File: src/rtl/operand_packer.sv
// Gathers a stream of small operands into one packed word for the tree adder.
// in_last closes a short group; one completed group can wait while the output register is full.
module operand_packer #(
    parameter int N_OPS = 12,
    parameter int OP_W  = 3
) (
    input  logic                         clk,
    input  logic                         reset_n,
    input  logic                         in_valid,
    output logic                         in_ready,
    input  logic [OP_W-1:0]              in_data,
    input  logic                         in_last,
    output logic                         out_valid,
    input  logic                         out_ready,
    output logic [N_OPS*OP_W-1:0]        out_op,
    output logic [$clog2(N_OPS+1)-1:0]   out_count
);
    localparam int W     = N_OPS * OP_W;
    localparam int CNT_W = $clog2(N_OPS + 1);

    typedef enum logic {FILL, HOLD} state_t;

    state_t             state_q, state_d;
    logic [CNT_W-1:0]   cnt_q, cnt_d;
    logic [CNT_W-1:0]   park_cnt_q, park_cnt_d;
    logic [W-1:0]       buf_q, buf_d;
    logic [W-1:0]       out_op_q, out_op_d;
    logic [CNT_W-1:0]   out_cnt_q, out_cnt_d;
    logic               out_vld_q, out_vld_d;

    logic               accept, complete, out_free;
    logic [W-1:0]       buf_wr;

    assign in_ready  = (state_q == FILL);
    assign out_valid = out_vld_q;
    assign out_op    = out_op_q;
    assign out_count = out_cnt_q;

    assign accept   = in_valid && in_ready;
    assign complete = accept && (in_last || cnt_q == CNT_W'(N_OPS - 1));
    assign out_free = !out_vld_q || out_ready;

    always_comb begin
        buf_wr = buf_q;
        buf_wr[cnt_q*OP_W +: OP_W] = in_data;
    end

    always_comb begin
        state_d    = state_q;
        cnt_d      = cnt_q;
        park_cnt_d = park_cnt_q;
        buf_d      = buf_q;
        out_op_d   = out_op_q;
        out_cnt_d  = out_cnt_q;
        // A transfer empties the output register unless something reloads it below.
        out_vld_d  = out_vld_q && !out_ready;

        unique case (state_q)
            FILL: begin
                if (complete) begin
                    if (out_free) begin
                        out_op_d  = buf_wr;
                        out_cnt_d = cnt_q + 1'b1;
                        out_vld_d = 1'b1;
                        buf_d     = '0;
                        cnt_d     = '0;
                    end else begin
                        buf_d      = buf_wr;
                        park_cnt_d = cnt_q + 1'b1;
                        state_d    = HOLD;
                    end
                end else if (accept) begin
                    buf_d = buf_wr;
                    cnt_d = cnt_q + 1'b1;
                end
            end
            HOLD: begin
                if (out_free) begin
                    out_op_d  = buf_q;
                    out_cnt_d = park_cnt_q;
                    out_vld_d = 1'b1;
                    buf_d     = '0;
                    cnt_d     = '0;
                    state_d   = FILL;
                end
            end
            default: state_d = FILL;
        endcase
    end

    always_ff @(posedge clk or negedge reset_n) begin
        if (!reset_n) begin
            state_q    <= FILL;
            cnt_q      <= '0;
            park_cnt_q <= '0;
            buf_q      <= '0;
            out_op_q   <= '0;
            out_cnt_q  <= '0;
            out_vld_q  <= 1'b0;
        end else begin
            state_q    <= state_d;
            cnt_q      <= cnt_d;
            park_cnt_q <= park_cnt_d;
            buf_q      <= buf_d;
            out_op_q   <= out_op_d;
            out_cnt_q  <= out_cnt_d;
            out_vld_q  <= out_vld_d;
        end
    end
endmodule

File: config.mk
export PLATFORM = sky130hd
export DESIGN_NAME = operand_packer
export DESIGN_NICKNAME = d
export VERILOG_FILES = /design/src/rtl/operand_packer.sv
export SDC_FILE = /design/constraint.sdc
export NUM_CORES = 1
export LEC_CHECK = 0
export ABC_AREA = 1
export BUFFER_PORTS_ARGS = -buffer_cell sky130_fd_sc_hd__buf_2
export CAP_MARGIN = 20
export CORE_UTILIZATION = 35
export CTS_CLUSTER_DIAMETER = 100
export DETAILED_ROUTE_END_ITERATION = 10
export SLEW_MARGIN = 30
export SYNTH_ARGS = -nofsm -noshare
export SYNTH_HDL_FRONTEND = slang
export SYNTH_SLANG_ARGS = --single-unit
File: constraint.sdc
create_clock -name clk -period 1.8 [get_ports clk]
set_input_delay 0.18 -clock clk [delete_from_list [all_inputs] [get_ports clk]]
set_output_delay 0.18 -clock clk [all_outputs]
set_load 0.02 [all_outputs]
==> results.toml <==
[final_layout]
n_fill_cell = 1227
design_area_sq_um = 5420
syn_to_final_growth_pct = 22.5
drive_above_1_share_pct = 25.4
diodes = 0
final_cell_mix = "nand2_1, dfrtp_1, a21oi_1"
final_common_cell = "nand2_1"
finalNonFillerCells = 786
fin_nets = 626
fin_util_pct = 44.6

[global_route]
grt_overflow = 0
grt_pass1_wl_um = 19500
grt_max_degree = 47
grt_pass1_vias = 3871
grt_use_total_pct = 19.3
antenna_found_initial = 0

[clock_network]
clock-sinks = 86
cts.htree.levels = 3
insertion_delay_ns = 0.35
ctsLongestPathBuffers = 2
clk_pin_slew_ns = 0.07
cts_tree = "yes"
cts_inserted_buffers = 9
cts_root_buf = "clkbuf_16"

[yosys]
syn_inst = 550
synth.area.top_cells = "dfrtp_1, nand2_1, a21oi_1"
ys.flop_type = "dfrtp_1"
async_flop_share_pct = 100
synth_edf_count = 0
ys_types = 34
ys_warn_count = 0
synthesis.area_sq_um = 4420
seq_area_frac_synth_pct = 48.7
ys_seq_elements = 86
synth_top_area_share_pct = 48.7
syn_avg_cell_area_sq_um = 8.04
synth_top_area_cell = "dfrtp_1"
syn_nets = 563

[pwr]
power_density_nw_per_um2 = 1540
total_power_mw = 8.36
leakagePower_nw = 2.50
vdd_drop_max_v = 0.000822

[timing]
maxSlewViolCount = 0
skew_ns = 0.00999
holdWs_ns = 0.133
relSlewSlack_pct = 66.9
setup_tns_ns = 0
worst_pin_slew_ns = 0.496
fin_crit_ns = 1.71
finalSetupViolCount = 0
rsz0062_at_grt = "true"
clock.fmax_mhz = 583
finalCritPeriodShare_pct = 95.2
setup_ws_ns = 0.0860
hold_viol = 0

[placed_design]
place_ws_ns = -0.0548
place_congestion = 0.859
io_buffers = 49
hpwl_um = 7910
dpl_cell_area_sq_um = 4920
dp_cells = 764

[worst_setup_path]
critical_path_arrival_ns = 1.98
cp_max_fo = 7
critPathBufInv = 3
slowest_stage = "dfrtp_2"
ff2ff_setup_slack_ns = 0.09
start_kind = "flip-flop"
end_kind = "flip-flop"
cpMostUsedCell = "nand2_1"
slowest_delay_ns = 0.44
worstPathRequired_ns = 2.07
path_cells = "inv_2, ha_4, inv_1, nand2_2, nand2_4, nor2_4, buf_6, nand2_1, nand2_1, nand3_2, o22ai_1"
path_delay_family = "simple AND/OR/NAND/NOR gates"
path_class = "reg -> reg"

[drt]
via_per_inst = 4.96
wl_per_cell_um = 15.1
first_pass_iters = 4
ant_nets = 0
wirelength_um = 11900
via_count = 3900
drc = 0
dr.first_iter.drc_count = 159

[floorplanning]
design.portCount = 50
design.die.area_sq_um = 13100
die-height_um = 114
floorplan.initialDensity_pct = 36.4
row_count = 40
die_w_um = 114
coreArea_sq_um = 12200

[outcome]
status = "complete, no violations"

[run]
cap_violations = 0

[hold_path]
hp-class = "in -> reg"
## final timing paths
| kind | startpoint | end | cells after the start |
|---|---|---|---|
| worst max-delay path | cnt_q[1]$_DFFE_PN0P_ | buf_q[32]$_DFFE_PN0P_ | 11 |
| worst min-delay path | in_valid | cnt_q[3]$_DFFE_PN0P_ | 3 |
| worst max register to register | cnt_q[1]$_DFFE_PN0P_ | buf_q[32]$_DFFE_PN0P_ | 11 |
| worst min register to register | out_count[3]$_DFFE_PN0P_ | out_count[3]$_DFFE_PN0P_ | 2 |
| max in group asynchronous | reset_n | out_op[16]$_DFFE_PN0P_ | 3 |
| min in group asynchronous | reset_n | buf_q[29]$_DFFE_PN0P_ | 2 |
## cell type report
| cell class | instances | area [sq um] | area share, % |
|---|---|---|---|
| inverter | 53 | 204 | 3.76 |
| tap | 168 | 210 | 3.88 |
| clock buffer | 14 | 274 | 5.06 |
| sequential | 86 | 2150 | 39.8 |
| timing repair buffer | 79 | 517 | 9.53 |
| multi-input combinational | 384 | 2050 | 37.7 |
| clock inverter | 2 | 15.0 | 0.277 |
## synth_stat cells (8+ instances only)
cell      count
o21ai_1      23
o21bai_1      8
a21oi_1      74
o21ai_0      14
inv_1        48
nand3_1      56
nand2_1     104
nor2_1       57
dfrtp_1      86
## tightest hold or removal path, delay by kind of cell
family / cells / cell delay [ns]
compound gates: 1 / 0.08
buf+inv: 1 / 0.10
simple gates: 1 / 0.08
## metal layers
layer / GRT usage (%) / vias to the layer above / part of all wire, %
li1: - / 1941 / -
met1: 25.6 / 1880 / 47
met2: 31.1 / 64 / 48
met3: 2.96 / 15 / 3.0
met4: 8.83 / 0 / 1.8
met5: 0 / - / 0
## repair_timing
item | in CTS | in global routing
pin swaps | 0 | 18
setup endpoints to repair | 12 | 73
hold buffers | 1 | 0
endpoints found under the hold margin | 15 | 0
resized for setup | 4 | 47
buffers inserted | 2 | 3
## state kept, by name, summed over array words and instances, names as in the netlist
name / count
buf_q: 36
cnt_q: 4
out_count: 4
out_op: 36
out_valid: 1
park_cnt_q: 4
state_q: 1
## power breakdown
group          switching [mW]  internal (mW)  leakage (nW)
sequential              0.454           2.65          1.09
combinational            2.19           1.25          1.28
clock                   0.776           1.05         0.135
## kinds of logic (layout without fill, tap and decap cells)
kind of cell	Yosys count	after routing	share of synthesized area, %
AO/OA/AOI/OAI	135	135	17.0
XOR/XNOR	2	2	0.396
adder cells (fa/ha/maj)	5	5	1.41
buffers and inverters	80	148	8.49
flip-flops	86	86	48.7
AND/OR/NAND/NOR	242	242	24.1
No activity file was read; power rests on OpenSTA's default activity.
